==> src/rtl/wb_trace_fifo.sv <==
// Commit-trace FWFT FIFO behind the write-back stage: captures {pc, addr, data}, drains over valid/ready.
// Optional build macro WB_TRACE_ZERO_FILTER_EN drops writes to $0 before they reach the FIFO.
module wb_trace_fifo #(
    parameter int DEPTH = 8,
    parameter int PTR_W = 3
) (
    input  logic             clk,
    input  logic             reset,
    input  logic             wb_valid,
    input  logic [31:0]      wb_pc,
    input  logic [4:0]       wb_addr,
    input  logic [31:0]      wb_data,
    output logic             out_valid,
    input  logic             out_ready,
    output logic [31:0]      out_pc,
    output logic [4:0]       out_addr,
    output logic [31:0]      out_data,
    output logic [PTR_W:0]   count,
    output logic             overflow,
    output logic [7:0]       drop_cnt
);

    localparam logic [PTR_W:0] FULL_COUNT = (PTR_W + 1)'(DEPTH);

    logic [68:0]      mem_reg [DEPTH];
    logic [PTR_W-1:0] wr_ptr_reg;
    logic [PTR_W-1:0] rd_ptr_reg;
    logic [PTR_W:0]   count_reg;
    logic [PTR_W:0]   count_next;
    logic             overflow_reg;
    logic [7:0]       drop_cnt_reg;
    logic             filter_ok;
    logic             push_req;
    logic             push;
    logic             pop;
    logic             drop;
    logic [68:0]      head;

`ifdef WB_TRACE_ZERO_FILTER_EN
    assign filter_ok = (wb_addr != 5'd0);
`else
    assign filter_ok = 1'b1;
`endif

    assign out_valid = (count_reg != '0);
    assign pop       = out_valid && out_ready;
    assign push_req  = wb_valid && filter_ok;
    // A pop in the same cycle frees a slot, so a full FIFO still accepts.
    assign push      = push_req && ((count_reg != FULL_COUNT) || pop);
    assign drop      = push_req && (count_reg == FULL_COUNT) && !pop;

    always_comb begin
        count_next = count_reg;
        if (push && !pop)
            count_next = count_reg + 1'b1;
        else if (pop && !push)
            count_next = count_reg - 1'b1;
    end

    // Storage is intentionally left unreset; the head outputs are masked while empty.
    always_ff @(posedge clk) begin
        if (push)
            mem_reg[wr_ptr_reg] <= {wb_pc, wb_addr, wb_data};
    end

    always_ff @(posedge clk or negedge reset) begin
        if (!reset) begin
            wr_ptr_reg   <= '0;
            rd_ptr_reg   <= '0;
            count_reg    <= '0;
            overflow_reg <= 1'b0;
            drop_cnt_reg <= 8'd0;
        end else begin
            if (push)
                wr_ptr_reg <= wr_ptr_reg + 1'b1;
            if (pop)
                rd_ptr_reg <= rd_ptr_reg + 1'b1;
            count_reg <= count_next;
            if (drop) begin
                overflow_reg <= 1'b1;
                if (drop_cnt_reg != 8'hFF)
                    drop_cnt_reg <= drop_cnt_reg + 8'd1;
            end
        end
    end

    assign head     = mem_reg[rd_ptr_reg];
    assign out_pc   = out_valid ? head[68:37] : 32'd0;
    assign out_addr = out_valid ? head[36:32] : 5'd0;
    assign out_data = out_valid ? head[31:0]  : 32'd0;
    assign count    = count_reg;
    assign overflow = overflow_reg;
    assign drop_cnt = drop_cnt_reg;

endmodule

==> config.mk <==
export PLATFORM = sky130hd
export DESIGN_NAME = wb_trace_fifo
export DESIGN_NICKNAME = d
export VERILOG_FILES = /design/src/rtl/wb_trace_fifo.sv
export SDC_FILE = /design/constraint.sdc
export NUM_CORES = 1
export LEC_CHECK = 0
export ABC_AREA = 0
export CAP_MARGIN = 20
export CORE_ASPECT_RATIO = 0.5
export CORE_MARGIN = 3
export CORE_UTILIZATION = 60
export CTS_CLUSTER_DIAMETER = 200
export DETAILED_ROUTE_END_ITERATION = 8
export PLACE_DENSITY = 0.81
export SETUP_SLACK_MARGIN = 0.3
export SLEW_MARGIN = 5
export SYNTH_ARGS = -nofsm -noshare
export SYNTH_HDL_FRONTEND = slang
export SYNTH_SLANG_ARGS = --single-unit
==> constraint.sdc <==
create_clock -name clk -period 14.51 [get_ports clk]
set_input_delay 3.6275 -clock clk [delete_from_list [all_inputs] [get_ports clk]]
set_output_delay 3.6275 -clock clk [all_outputs]
set_load 0.05 [all_outputs]
Word level (Yosys, flattened, before mapping) --
Memory sizes are Yosys's and may differ from the RTL's. Cells that the tools add are included.
Operators by class: add/sub/neg operators 5, equality and inequality tests 3, muxes and demuxes 7, reduce and logical (&&, ||, !) cells 12
Operators with widths (number):
- 32-bit 2-to-1 mux | 2
- 8-bit by 1-bit adder with 8-bit output (second input constant) | 1
- 4-bit 2-to-1 mux | 2
- 8-bit inequality test (second input constant) | 1
- 3-bit by 1-bit adder with 3-bit output (second input constant) | 2
- 1-bit logical AND | 6
- 5-bit 2-to-1 mux | 1
- 4-bit by 1-bit adder with 4-bit output (second input constant) | 1
- 4-bit == test (second input constant) | 1
- 4-bit inequality test (second input constant) | 1
- 4-bit nonzero test | 1
- 4-bit by 1-bit subtractor with 4-bit output (second input constant) | 1
- 1-bit zero test | 2
- 1-bit 2-to-1 mux | 2
- 2-bit AND reduction | 1
- 2-bit nonzero test | 1
- 1-bit logical OR | 1
Storage, ports and cells: bits in registers 19, memory bits (writable) 552, input bits 73, output and inout port bits 83, memories 1
Memory list:
- mem_reg | words 8, width 69, read ports 1, clocked after Yosys merged registers in 0, wr ports 1, line 25 | logic [68:0] mem_reg [DEPTH];

Logic depth before layout (Yosys ltp) --
Gate-level depths: netlist (run 1).
depth after elaboration 8, gate-level depth with buffers 12, mapped depth without buffers 11

Least setup slack after synthesis (run 1) --
Ideal clock, no wire load.
kind in2reg, from input out_ready, to memory mem_reg[0][0] (enable), setup time 0.581 ns, arrival time 8.684 ns, data required time 13.929 ns, slack 5.245 ns, cell stages on the path 3, path through o31a_1 > nand2b_1 > nor3_1
On the way: cells in the longest elaborated chain, start to end 5
RTL lines:
- start, declared | line 14 | input logic out_ready,
- 1-bit logical AND | line 46 | assign pop = out_valid && out_ready;
- 1-bit logical OR | line 49 | assign push = push_req && ((count_reg != FULL_COUNT) || pop);
- 1-bit logical AND | line 49
- 1-bit 2-to-1 mux | line 62 | if (push)
- 1-bit 2-to-1 mux (not written as such) | line 63 | mem_reg[wr_ptr_reg] <= {wb_pc, wb_addr, wb_data};
- end, declared | line 25
No other way between the ends.

Final worst setup path (run 1) --
from register rd_ptr_reg[1], to output out_data[16]
On the way: cells in the longest elaborated chain, start to end 2
RTL lines:
- start, declared | line 27 | logic [PTR_W-1:0] rd_ptr_reg;
- start signal, assigned | line 77 | rd_ptr_reg <= rd_ptr_reg + 1'b1;
- memory read 8 x 69 bit
- 32-bit 2-to-1 mux | line 90 | assign out_data = out_valid ? head[31:0] : 32'd0;
- end, declared | line 17 | output logic [31:0] out_data,
No other way between the ends.

==> run_results.csv, run 1 <==
group,metric,value,unit
worst_setup_path,crit_type,"flop to output pin",
synthesis,synth_top_area_share,75.7,%
worst_setup_path,worstPathArrival,3.98,ns
layout,most-common-layout-cells,"edfxtp_1, clkdlybuf4s50_1, mux4_2",
sta,slew_headroom,30.3,%
synthesis,yosysWarnings,0,
layout,mostFrequentLayoutCell,"edfxtp_1",
synthesis,mappedNetlistArea,21900,sq um
layout,drive_gt1_share,19.8,%
die,core-area,35300,sq um
clock_tree,htree_levels,2,
placement,dp.cells,1578,
clock_tree,cts_resized,0,
die,die_w,276,um
synthesis,synthDistinctLibCells,39,
pwr,leakagePower,8.37,nW
worst_setup_path,crit_required,10.88,ns
run,cap_violations,0,
sta,setup_tns,0,ns
die,pin_count,156,
clock_tree,clockBufferDepth,3,
worst_setup_path,cp-start-kind,"flop",
sta,tightestPinTransition,1.04,ns
layout,largest_register_ffs,552,
synthesis,synth_largest_area_cell,"edfxtp_1",
clock_tree,cts_buffers,47,
placement,gp_congestion,0.767,
synthesis,ys_ff_latch,571,
synthesis,async_reset_ff_share,3.33,%
die,initial_core_util,62.2,%
die,die_area,39000,sq um
global_route,gr-total-overflow,0,
detailed_routing,num_vias,10400,
clock_tree,clock_latency,0.55,ns
global_route,antenna_found_initial,6,
detailed_routing,wire_per_inst,26.8,um
synthesis,synth_edf_count,552,
global_route,grt_use_total,23.3,%
detailed_routing,drtIter0Drc,930,
die,die_h,141,um
worst_setup_path,critPathCaptureType,"output pin",
synthesis,ys_seq_area_share,77.8,%
clock_tree,cts-hold-fix-buffers,0,
sta,clock_skew,0.0103,ns
sta,fmax,0.131,GHz
clock_tree,cts_root_buf,"clkbuf_16",
synthesis,synth_area_leaders,"edfxtp_1, mux4_2, mux2i_1, dfrtp_1, nor2_1",
detailed_routing,via_per_inst,6.21,
sta,hold_violations,0,
run_status,status,"finished clean",
die,rows,48,
sta,fin_crit_sh,52.4,%
sta,finalSetupViolCount,0,
clock_tree,cts_tree,"built",
clock_tree,clk_pin_slew,0.07,ns
clock_tree,postCtsSetupBuffers,0,
sta,drv_slew,0,
placement,portBuffers,155,
synthesis,synth_area_per_cell,22.4,sq um
detailed_routing,routed_wl,44.8,mm
global_route,grt_pass1_wl,68.2,mm
detailed_routing,drtPass1Iterations,5,
sta,period_needed,7.61,ns
pwr,peakVddDrop,0.135,mV
clock_tree,clkSinkCount,571,
worst_setup_path,crit_fanout,64,
synthesis,syn-instance-count,976,
synthesis,synth_ff_type,"edfxtp_1",
sta,rsz0062_at_grt,"no",
global_route,grt_pass1_vias,11300,
global_route,grt_max_degree,81,
layout,fin_cells,1670,
layout,layout.nets,1234,
placement,dp_hpwl,22.5,mm
detailed_routing,ant_nets,0,
pwr,power_density,228,nW/um^2
detailed_routing,drc,0,
layout,area_delta_synth_final,16.9,%
worst_hold_path,hold_path_class,"flop to flop",
synthesis,synth_nets,1056,
## area by class of cell
class                   instances  area [sq um]
clock buffers                  63          1300
flip-flops and latches        571         17100
inverters                       3          11.3
well taps                     475           594
repair buffers                177          1760
fillers                      1913          9640
multi-input cells             354          4670
clock inverters                21           205
diodes                          6          15.0
## worst max-delay path: stages (launching register included)
cell and delay, ns:
dfrtp_4 1.01, buf_4 0.42, buf_16 0.34, mux4_2 0.29, mux2i_1 0.10, nor2_1 0.28
clkdlybuf4s50_1 0.87
## synth_stat cells, types with 2 or more instances
cell type / number
edfxtp_1: 552
mux4_2: 138
nor2_1: 78
mux2i_1: 71
dfrtp_1: 19
buf_1: 15
buf_4: 13
clkbuf_1: 13
nand2_1: 12
buf_2: 7
xnor2_1: 7
ha_1: 6
nor3_1: 6
mux2_1: 5
nand2b_1: 4
nand3_1: 3
a21oi_1: 2
inv_1: 2
o21ai_0: 2
xor2_1: 2
## layer usage
layer / GRT usage [%] / vias up / part of all wire, %
met5: 0 / - / 0
met4: 8.49 / 0 / 2.4
met3: 3.79 / 78 / 5.8
met2: 40.3 / 370 / 53
met1: 30.7 / 5526 / 39
li1: - / 4394 / -
## kinds of logic after synthesis
logic type      after synthesis  synth area share, %
compound gates               11                0.343
xor+xnor                      9                0.360
fa+ha+maj                     7                0.434
buf+inv                      51                 1.14
flops                       571                 77.8
mux                         215                 17.7
simple gates                112                 2.17
## worst paths after layout
check | endpoint | slack [ns] | cells after the start | startpoint
setup / recovery | out_data[16] | 6.90 | 6 | rd_ptr_reg[1]
hold / removal | overflow | 0.47 | 1 | overflow
setup reg to reg | count[3] | 10.74 | 11 | count[0]
hold reg to reg | overflow | 0.47 | 1 | overflow
max in group asynchronous | rd_ptr_reg[2] | 10.32 | 1 | reset
min in group asynchronous | count[0] | 3.56 | 1 | reset
## power breakdown
group | internal, mW | switching (mW) | total (mW)
clock | 0.700 | 0.545 | 1.24
sequential | 2.07 | 0.166 | 2.24
combinational | 0.909 | 1.45 | 2.36
## stage by stage
stage	cell area (sq um)	worst slack [ns]	hold slack, ns	utilization, %	total power, mW
global placement	24000	7.10	0.448	68.2	4.56
floorplan	21900	5.25	0.480	-	3.89
detailed placement	24000	7.11	0.451	68.2	4.61
CTS	25500	6.46	0.471	72.5	5.87
global route	25600	6.75	0.485	72.7	6.06
finish	25600	6.90	0.471	72.7	5.85
Note: power is estimated with default switching activity, not from simulation.
==> run 2, diff against run 1 <==
--- a/config.mk
+++ b/config.mk
@@ -9,10 +9,10 @@
 export CAP_MARGIN = 20
 export CORE_ASPECT_RATIO = 0.5
 export CORE_MARGIN = 3
-export CORE_UTILIZATION = 60
+export CORE_UTILIZATION = 58
 export CTS_CLUSTER_DIAMETER = 200
 export DETAILED_ROUTE_END_ITERATION = 8
-export PLACE_DENSITY = 0.81
+export PLACE_DENSITY = 0.79
 export SETUP_SLACK_MARGIN = 0.3
 export SLEW_MARGIN = 5
 export SYNTH_ARGS = -nofsm -noshare
==> constraint.sdc (replaced) <==
create_clock -name clk -period 7.65 [get_ports clk]
set_input_delay 1.9125 -clock clk [delete_from_list [all_inputs] [get_ports clk]]
set_output_delay 1.9125 -clock clk [all_outputs]
set_load 0.05 [all_outputs]
==> run 2 against run 1 <==
Sequential share of layout area hardly changed. Count of clock-buffer cells in the layout is 3 lower. Hold slack better by 0.013 ns. First-iteration DRC count is 8.4% higher. Non-clock buffer count stayed put. Cell count is 0.66% higher. Sequential power is 92% higher. Largest power group unchanged. Highest routed layer is now met5.
==> run_results.csv, run 2 (synthesized netlist as in run 1, its figures left out) <==
group,metric,value,unit
pwr,peakVddDrop,0.239,mV
worst_hold_path,hold_path_class,"flop to flop",
worst_setup_path,crit_fanout,67,
clock_tree,postCtsSetupBuffers,0,
pwr,power_density,431,nW/um^2
clock_tree,clockBufferDepth,3,
clock_tree,clkSinkCount,571,
global_route,grt_max_degree,68,
placement,dp_hpwl,23.8,mm
run,cap_violations,0,
detailed_routing,num_vias,10200,
clock_tree,cts_tree,"built",
worst_hold_path,worstHoldStart,"overflow",
clock_tree,clock_latency,0.56,ns
sta,holdWs,0.484,ns
sta,fmax,0.174,GHz
clock_tree,cts_resized,0,
die,die_w,281,um
global_route,gr-total-overflow,0,
sta,rsz0062_at_grt,"no",
layout,final_core_util,70.0,%
placement,gp_congestion,0.759,
sta,hold_violations,0,
layout,fin_cells,1681,
worst_setup_path,worstPathArrival,3.82,ns
die,core-area,36600,sq um
global_route,grt_use_total,22.6,%
worst_setup_path,r2r-start,"count[0]",
sta,fin_crit_sh,75.0,%
global_route,antenna_found_initial,8,
layout,drive_gt1_share,19.8,%
pwr,p_total,11.0,mW
worst_setup_path,crit_type,"flop to output pin",
detailed_routing,via_per_inst,6.08,
placement,portBuffers,155,
clock_tree,cts-hold-fix-buffers,0,
die,die_area,40300,sq um
detailed_routing,ant_nets,0,
global_route,grt_pass1_vias,11100,
die,rows,49,
detailed_routing,wire_per_inst,26.6,um
sta,slew_headroom,27.5,%
global_route,grt_pass1_wl,67.3,mm
clock_tree,htree_levels,2,
detailed_routing,routed_wl,44.7,mm
sta,tightestPinTransition,1.08,ns
sta,period_needed,5.74,ns
sta,drv_slew,0,
worst_setup_path,cp-start-kind,"flop",
layout,area_delta_synth_final,17.0,%
die,pin_count,156,
worst_setup_path,cp-startpoint,"rd_ptr_reg[1]",
detailed_routing,drc,0,
placement,dp.cells,1587,
worst_setup_path,crit_required,5.74,ns
layout,most-common-layout-cells,"edfxtp_1, clkdlybuf4s50_1, mux4_2",
pwr,leakagePower,8.36,nW
layout,largest_register_ffs,552,
sta,setup_tns,0,ns
clock_tree,cts_root_buf,"clkbuf_16",
worst_setup_path,critPathCaptureType,"output pin",
sta,finalSetupViolCount,0,
run_status,status,"finished clean",
die,initial_core_util,59.9,%
detailed_routing,drtPass1Iterations,5,
clock_tree,clk_pin_slew,0.07,ns
die,die_h,143,um
layout,fillCellCount,2076,
sta,clock_skew,0.0177,ns
detailed_routing,drtIter0Drc,1008,
layout,layout.nets,1235,
clock_tree,cts_buffers,48,
layout,mostFrequentLayoutCell,"edfxtp_1",
run 2: worst max-delay path, cell delays in order (launching register included):
cell and delay (ns):
dfrtp_4 1.10, buf_4 0.63, mux4_2 0.33, mux2i_1 0.07
nor2_1 0.20, clkdlybuf4s50_1 0.84
run 2: path summary, 6_finish.rpt:
path,end,slack (ns),depth (start not counted)
worst max-delay path,out_data[17],1.91,5
worst max register to register,count[3],3.89,11
worst min register to register,overflow,0.48,1
worst min-delay path,overflow,0.48,1
min in group asynchronous,count[0],1.85,1
max in group asynchronous,rd_ptr_reg[0],5.15,1
run 2: metal layers:
layer	vias up	GRT usage, %	part of all wire [%]
met3	66	3.62	5.5
li1	4407	-	-
met5	-	0	0.029
met2	369	39.2	53
met1	5382	29.6	39
met4	2	8.53	2.1
run 2: area by class of cell:
cell class	instances	area (sq um)	share of cell area, %
Antenna cell	8	20.0	0.0781
Clock inverter	24	181	0.708
Inverter	3	11.3	0.0439
Multi-Input combinational cell	354	4680	18.3
Tap cell	484	606	2.36
Clock buffer	60	1270	4.95
Sequential cell	571	17100	66.6
Timing Repair Buffer	177	1790	7.00
run 2: report_power, final:
group	internal, mW	leakage, nW	switching [mW]
combinational	1.74	2.40	2.69
sequential	3.93	5.25	0.364
clock	1.27	0.707	1.05
run 2: through the flow:
stage / setup WS [ns] / area [sq um]
after CTS: 1.81 / 25600
after global routing: 1.76 / 25600
after detailed placement: 2.43 / 24100
after global placement: 2.54 / 24100
final: 1.91 / 25600
after floorplan: 1.95 / 21900
==> run 3, diff against run 2 <==
==> constraint.sdc (replaced) <==
create_clock -name clk -period 5.85 [get_ports clk]
set_input_delay 1.4625 -clock clk [delete_from_list [all_inputs] [get_ports clk]]
set_output_delay 1.4625 -clock clk [all_outputs]
set_load 0.05 [all_outputs]
==> run 3 against run 2 <==
Clock power rose by 32%. Combinational power rose by 34%. Cell area rose by 0.41%. Register-to-register slack worse by 1.5 ns. Critical path depth unchanged. Wire length is 0.35% lower. Largest power group unchanged. Highest routed layer is now met4.
==> run_results.csv, run 3 (synthesized netlist as in run 1, its figures left out) <==
group,metric,value,unit
layout,most-common-layout-cells,"edfxtp_1, clkdlybuf4s50_1, mux4_2",
sta,drv_slew,0,
clock_tree,clkSinkCount,571,
sta,fin_crit_sh,84.4,%
clock_tree,cts_buffers,48,
run_status,status,"finished clean",
placement,portBuffers,155,
clock_tree,cts-hold-fix-buffers,0,
die,die_area,40300,sq um
worst_setup_path,cp_slowest_stage_delay,0.92,ns
clock_tree,clockBufferDepth,3,
die,die_h,143,um
layout,fin_cells,1681,
detailed_routing,routed_wl,44.6,mm
detailed_routing,drtPass1Iterations,5,
clock_tree,clk_pin_slew,0.07,ns
worst_setup_path,critPathCaptureType,"output pin",
worst_setup_path,crit_required,4.39,ns
sta,fmax,0.203,GHz
worst_hold_path,holdPathStages,1,
die,pin_count,156,
pwr,p_total,14.5,mW
pwr,leakagePower,8.41,nW
clock_tree,htree_levels,2,
worst_setup_path,r2r-start,"count[0]",
global_route,gr-total-overflow,0,
worst_setup_path,worstPathArrival,3.47,ns
worst_setup_path,rr_endpoint,"count[3]",
die,rows,49,
clock_tree,cts_root_buf,"clkbuf_16",
placement,dp.cells,1593,
layout,mostFrequentLayoutCell,"edfxtp_1",
layout,largest_register_ffs,552,
pwr,peakVddDrop,0.370,mV
clock_tree,cts_resized,0,
global_route,grt_pass1_wl,68.4,mm
die,die_w,281,um
die,initial_core_util,59.9,%
worst_setup_path,crit_fanout,34,
detailed_routing,wire_per_inst,26.5,um
sta,slew_headroom,37.8,%
worst_setup_path,worstPathCellList,"buf_12 > mux4_2 > mux2i_1 > nor2_1 > clkdlybuf4s50_1",
sta,clock_skew,0.0156,ns
worst_hold_path,hold_path_end,"overflow",
detailed_routing,via_per_inst,6.20,
layout,area_delta_synth_final,17.4,%
worst_setup_path,cp_slowest_cell,"dfrtp_4",
sta,tightestPinTransition,0.930,ns
clock_tree,cts_tree,"built",
detailed_routing,drtIter0Drc,1053,
worst_setup_path,cp-start-kind,"flop",
worst_setup_path,reg2reg_depth,11,
placement,dp_hpwl,23.1,mm
layout,final_core_util,70.3,%
detailed_routing,ant_nets,0,
worst_hold_path,hold_path_class,"flop to flop",
sta,period_needed,4.94,ns
layout,drive_gt1_share,20.4,%
placement,gp_congestion,0.726,
worst_hold_path,worstHoldStart,"overflow",
global_route,grt_max_degree,71,
worst_setup_path,crit_type,"flop to output pin",
global_route,antenna_found_initial,3,
global_route,grt_use_total,22.8,%
clock_tree,postCtsSetupBuffers,0,
global_route,grt_pass1_vias,11300,
layout,layout.nets,1239,
sta,hold_violations,0,
clock_tree,clock_latency,0.57,ns
pwr,power_density,564,nW/um^2
sta,setup_tns,0,ns
sta,rsz0062_at_grt,"no",
worst_setup_path,reg2reg_setup_slack,2.44,ns
die,core-area,36600,sq um
layout,fillCellCount,2037,
run,cap_violations,0,
detailed_routing,drc,0,
sta,finalSetupViolCount,0,
detailed_routing,num_vias,10400,
[run 3: cell types whose count changed in the layout (fill, tap and decap cells not counted), sizes merged]
cell / change
diode: -5
buf: +4
clkinv: -2
inv: +2
clkbuf: +1
[run 3: critical path: cells and delay by family (launching register included)]
kind | cells | cell delay (ns)
buf+inv | 2 | 1.03
flops | 1 | 0.92
mux | 2 | 0.86
simple gates | 1 | 0.07
[run 3: worst max-delay path by stage]
| stage | from | end | slack (ns) |
|---|---|---|---|
| floorplan | out_ready | mem_reg[7][0] | 0.60 |
| global placement | rd_ptr_reg[0] | out_pc[29] | 1.52 |
| detailed placement | rd_ptr_reg[0] | out_data[5] | 1.50 |
| CTS | rd_ptr_reg[0] | out_data[5] | 0.88 |
| global route | rd_ptr_reg[0] | out_data[5] | 0.77 |
| finish | rd_ptr_reg[0] | out_data[5] | 0.91 |
[run 3: through the flow]
stage          hold WS, ns  setup WS [ns]  area [sq um]
2_1_floorplan        0.480          0.603         21900
3_3_place_gp         0.449           1.52         24200
3_5_place_dp         0.458           1.50         24200
4_1_cts              0.475          0.882         25700
5_1_grt              0.503          0.771         25700
6_report             0.475          0.913         25700
[run 3: layer usage]
metal	up-vias	GRT usage [%]	wire length, um
met3	91	3.75	2650
met5	-	0	0
li1	4405	-	-
met1	5523	30.4	17400
met4	0	8.59	1490
met2	403	38.9	23000
[run 3: final cells by class]
type	instances	area [sq um]	area share [%]
Sequential cell	571	17100	66.3
Multi-Input combinational cell	354	4680	18.2
Timing Repair Buffer	181	1880	7.32
Clock buffer	61	1270	4.94
Tap cell	484	606	2.35
Clock inverter	24	205	0.797
Inverter	3	11.3	0.0438
Antenna cell	3	7.51	0.0292
[run 3: where the power goes]
part / switching (mW) / internal, mW
Clock: 1.39 / 1.67
Sequential: 0.391 / 5.14
Combinational: 3.61 / 2.31
Total: 5.39 / 9.13
